===== src/rtl/reset_sequencer.sv =====
// reset_sequencer: cold/warm reset generator for NUM_CHANNELS domains.
// Releases active-low domain resets in index order on a fixed stagger.
module reset_sequencer #(
   parameter int NUM_CHANNELS      = 4,
   parameter int COLD_RESET_CYCLES = 10,
   parameter int WARM_RESET_CYCLES = 4,
   parameter int STAGGER_CYCLES    = 2
) (
   input  logic                    clk,
   input  logic                    rst,
   input  logic                    warm_req,
   input  logic [NUM_CHANNELS-1:0] warm_mask,
   output logic [NUM_CHANNELS-1:0] rst_out_n,
   output logic                    ready
);

   localparam int REL_SPAN = (NUM_CHANNELS - 1) * STAGGER_CYCLES + 1;
   localparam int MAX_CW   = (COLD_RESET_CYCLES > WARM_RESET_CYCLES) ?
                             COLD_RESET_CYCLES : WARM_RESET_CYCLES;
   localparam int MAX_ALL  = (MAX_CW > REL_SPAN) ? MAX_CW : REL_SPAN;
   localparam int CW       = $clog2(MAX_ALL) + 1;

   localparam logic [CW-1:0] COLD_LAST = CW'(COLD_RESET_CYCLES - 1);
   localparam logic [CW-1:0] WARM_LAST = CW'(WARM_RESET_CYCLES - 1);
   localparam logic [CW-1:0] REL_LAST  = CW'(REL_SPAN - 1);

   typedef enum logic [1:0] {
      COLD_HOLD,
      WARM_HOLD,
      RELEASE,
      IDLE
   } state_t;

   state_t                  state, state_nxt;
   logic [CW-1:0]           cnt, cnt_nxt;
   logic [NUM_CHANNELS-1:0] act_mask, act_mask_nxt;
   logic [NUM_CHANNELS-1:0] rst_out_n_nxt;
   logic                    ready_nxt;

   // State and output flops; cold reset wins over everything.
   always_ff @(posedge clk) begin
      if (rst) begin
         state     <= COLD_HOLD;
         cnt       <= '0;
         act_mask  <= '1;
         rst_out_n <= '0;
         ready     <= 1'b0;
      end else begin
         state     <= state_nxt;
         cnt       <= cnt_nxt;
         act_mask  <= act_mask_nxt;
         rst_out_n <= rst_out_n_nxt;
         ready     <= ready_nxt;
      end
   end

   // Next-state: hold count, staggered sweep, warm-request acceptance.
   always_comb begin
      state_nxt     = state;
      cnt_nxt       = cnt;
      act_mask_nxt  = act_mask;
      rst_out_n_nxt = rst_out_n;
      ready_nxt     = ready;
      unique case (state)
         COLD_HOLD: begin
            if (cnt == COLD_LAST) begin
               state_nxt = RELEASE;
               cnt_nxt   = '0;
            end else begin
               cnt_nxt = cnt + 1'b1;
            end
         end
         WARM_HOLD: begin
            if (cnt == WARM_LAST) begin
               state_nxt = RELEASE;
               cnt_nxt   = '0;
            end else begin
               cnt_nxt = cnt + 1'b1;
            end
         end
         RELEASE: begin
            for (int i = 0; i < NUM_CHANNELS; i++) begin
               if (act_mask[i] && (cnt == CW'(i * STAGGER_CYCLES)))
                  rst_out_n_nxt[i] = 1'b1;
            end
            if (cnt == REL_LAST) begin
               state_nxt = IDLE;
               ready_nxt = 1'b1;
               cnt_nxt   = '0;
            end else begin
               cnt_nxt = cnt + 1'b1;
            end
         end
         IDLE: begin
            if (warm_req && (|warm_mask)) begin
               act_mask_nxt  = warm_mask;
               rst_out_n_nxt = rst_out_n & ~warm_mask;
               ready_nxt     = 1'b0;
               state_nxt     = WARM_HOLD;
               cnt_nxt       = '0;
            end
         end
         default: begin
            state_nxt = COLD_HOLD;
            cnt_nxt   = '0;
         end
      endcase
   end

endmodule


===== config.mk =====
export PLATFORM = sky130hd
export DESIGN_NAME = reset_sequencer
export DESIGN_NICKNAME = d
export VERILOG_FILES = /design/src/rtl/reset_sequencer.sv
export SDC_FILE = /design/constraint.sdc
export NUM_CORES = 1
export LEC_CHECK = 0
export CAP_MARGIN = 20
export CORE_MARGIN = 4
export CORE_UTILIZATION = 30
export CTS_CLUSTER_DIAMETER = 100
export DETAILED_ROUTE_END_ITERATION = 10
export SLEW_MARGIN = 20
export SYNTH_ARGS = -nofsm -noshare
export SYNTH_HDL_FRONTEND = slang
export SYNTH_SLANG_ARGS = --single-unit

===== constraint.sdc =====
create_clock -name clk -period 1.5 [get_ports clk]
set_input_delay 0.15 -clock clk [delete_from_list [all_inputs] [get_ports clk]]
set_output_delay 0.15 -clock clk [all_outputs]
set_load 0.02 [all_outputs]

==> flow_summary.ini <==
[detailed_routing]
final_routed_drc_violation_total = 0
dr.first_iter.drc_count = 25
post_drt_via_cell_ratio = 5.136
drt.antenna.violating_nets = 0
wire_per_inst_um = 14.02
route.vias.total = 678
wl_mm = 1.850
firstDrtPassIters = 4

[yosys]
ys_seq_elements = 16
postSynthAreaPerCell_um2 = 9.496
yosysSeqAreaShare_pct = 43.24
syn_inst = 78
syn_nets = 89
fraction_of_registers_with_async_set_or_reset_after_synthesis_pct = 0
synth-edff-count = 0
yosysWarnings = 0
commonest_register_cell_after_synthesis = sky130_fd_sc_hd__dfxtp_1
yosys.cell_types.count = 27
cell_area_after_technology_mapping_um2 = 740.7

[die]
die_width_um = 57.69
die_height_um = 57.69
core.rowCount = 17
boundary_pins = 12
starting_density_of_the_core_pct = 32.55
die_area_um2 = 3328
core_area_um2 = 2276

[timing]
maxClockFrequency_mhz = 696.0
slew-limit-headroom_pct = 69.48
finalWorstSetupSlack_ns = 0.06319
timing_worst_slew_pin_value_ns = 0.4568
fin_worst_skew_ns = 0.001492
setup-tns-final_ns = 0
finalHoldViolCount = 0
slew_viol_final = 0
final.min_clock_period_ns = 1.437
setup_viol_count_final = 0
ratio_of_final_minimum_period_to_clock_period_pct = 95.79

[cells_and_area]
final-instance-count-excl-fill = 132
area_used_by_multi_input_combinational_logic_um2 = 444.2
diode_insertion_count_for_antenna_repair = 0
nNetsFinal = 117
post_route_cells_drive_above_1_share_pct = 29.81
post-route-util_pct = 47.22
fillCellCount = 215
layout_commonest_cell = sky130_fd_sc_hd__buf_4
final_cell_mix = sky130_fd_sc_hd__buf_4 (14), sky130_fd_sc_hd__dfxtp_1 (13), sky130_fd_sc_hd__nand2_1 (9)
flow.area_growth_from_synthesis_pct = 45.10
seqCellArea_um2 = 329.1

[setup_path]
timing.critical_path.max_delay_family = compound AO/OA/AOI/OAI gates
r2r_end = cnt[3]$_SDFFE_PP0P_
critical_path_arrival_ns = 1.61
timing.critical_path.required_ns = 1.67
cp.buffers_inverters = 1
cp_num_cells = 5
cp-end-kind = register
worstSetupStartpoint = cnt[0]$_SDFFE_PP0P_
worst_path_largest_cell_delay_ns = 0.44
critical_register_to_register_path_startpoint = cnt[0]$_SDFFE_PP0P_
timing.critical_path.cells = ha_4 > a311oi_1 > buf_4 > o41ai_4 > nor2_1
timing.setup.critical_path_class = reg -> reg
r2r.worst_path.cells = 5
worst_setup_path_endpoint = cnt[3]$_SDFFE_PP0P_
critical_path.slowest_cell = sky130_fd_sc_hd__o41ai_4
timing.reg2reg.setup_slack_ns = 0.06
critical_path.startpoint_type = register
critPathMaxFanout = 5

[power]
powerDensity_nw_per_um2 = 727.0
worst_ir_drop_vdd_mv = 0.4713
power_leakage_nw = 0.4415

[flow_run]
number_of_maximum_capacitance_violations = 0

[placed_design]
port_buffers = 11
hpwlAfterDp_mm = 1.371
post-place-ws_ns = -0.2812
place_inst = 127
final_estimated_routing_congestion_in_global_placement = 0.8276

[cts]
clk_root_buffer_cell = sky130_fd_sc_hd__clkbuf_4
tritoncts = built
worstSkewPairLatency_ns = 0.29
cts_inserted_buffers = 3
htree_levels = 1
clock_tree.buffer_depth = 2
num_clock_sinks = 16
path_clk_slew_ns = 0.09
ctsHoldBuffers = 0

[global_route]
grt_overflow_total = 0
via_count_of_the_first_global_routing_pass = 641
pin_count_of_the_biggest_net_entering_global_routing = 9
grtUsageTotal_pct = 11.29
grt_first_pass_wirelength_mm = 2.863
grt_antenna_before_repair = 0

[worst_hold_path]
hp-class = in -> reg
min_delay_path_depth = 3

[status]
status = completed
-- layer usage --
layer  share of wire [%]  global-route usage (%)  vias to the layer above
met4                 2.3                   4.967                        0
met1                  46                   14.11                      324
met2                  48                   18.39                       12
li1                    -                       -                      335
met3                 3.7                   2.673                        7
met5                   0                       0                        -
-- through the flow --
step	hold slack, ns	instance area (um2)	total power [mW]
after floorplan	0.2812	740.7	0.4951
after global placement	0.4301	964.7	0.5416
after detailed placement	0.4386	964.7	0.5426
after CTS	0.3360	996.0	0.7690
after global routing	0.1236	1075	0.8230
final	0.1250	1075	0.7814
-- cell usage after synthesis (all sizes together), types with 2 or more instances --
| cell | count | share of area (%) |
|---|---|---|
| nor3 | 3 | 2.0 |
| xnor2 | 3 | 3.5 |
| dfxtp | 16 | 43 |
| nor2 | 9 | 4.9 |
| nand2 | 9 | 4.6 |
| nor3b | 2 | 2.0 |
| ha | 4 | 6.8 |
| a311oi | 2 | 2.4 |
| a32o | 4 | 5.4 |
| o2111ai | 2 | 2.4 |
| a21oi | 4 | 2.7 |
| and3 | 2 | 2.4 |
| inv | 6 | 3.0 |
-- area by class of cell --
class,instances,area share [%]
Sequential cell,16,30.62
Clock buffer,3,2.095
Inverter,6,2.095
Multi-Input combinational cell,54,41.33
Timing Repair Buffer,25,20.61
Tap cell,28,3.260
-- repair_timing --
item / CTS / global route
gates resized for setup: 3 / 17
gates cloned: 0 / 0
pin swaps: 8 / 5
setup buffers: 1 / 2
setup endpoints to repair: 5 / 5
-- report_power, final --
part           switching [mW]  internal, mW
Sequential             0.0140         0.433
Clock                   0.132        0.0934
Combinational          0.0502        0.0591
Total                   0.196         0.586
-- tightest hold or removal path: cells and delay by family --
| family | cells | cell delay, ns |
|---|---|---|
| buf+inv | 1 | 0.10 |
| compound gates | 1 | 0.08 |
| simple gates | 1 | 0.05 |
-- flip-flops by register name (all words and copies together), names as in the netlist --
register   cells
ready          1
state          2
cnt            5
rst_out_n      4
act_mask       4
-- logic make-up (layout without fill, tap and decap cells) --
kind of cell / Yosys count / in the layout / synth area share, %
simple gates: 28 / 28 / 18.24
buf+inv: 8 / 34 / 4.560
flops: 16 / 16 / 43.24
xor+xnor: 4 / 4 / 4.731
mux: 1 / 1 / 1.351
compound gates: 17 / 17 / 21.12
fa+ha+maj: 4 / 4 / 6.757
-- worst min-delay path by stage --
| stage | slack, ns | to | from |
|---|---|---|---|
| 2_1_floorplan | 0.28 | act_mask[0]$_SDFFE_PP1P_ | warm_mask[0] |
| 3_3_place_gp | 0.43 | act_mask[0]$_SDFFE_PP1P_ | act_mask[0]$_SDFFE_PP1P_ |
| 3_5_place_dp | 0.44 | act_mask[3]$_SDFFE_PP1P_ | act_mask[3]$_SDFFE_PP1P_ |
| 4_1_cts | 0.34 | act_mask[3]$_SDFFE_PP1P_ | warm_mask[3] |
| 5_1_grt | 0.12 | act_mask[1]$_SDFFE_PP1P_ | warm_mask[1] |
| 6_report | 0.12 | act_mask[1]$_SDFFE_PP1P_ | warm_mask[1] |
(Power assumes the default switching activity.)
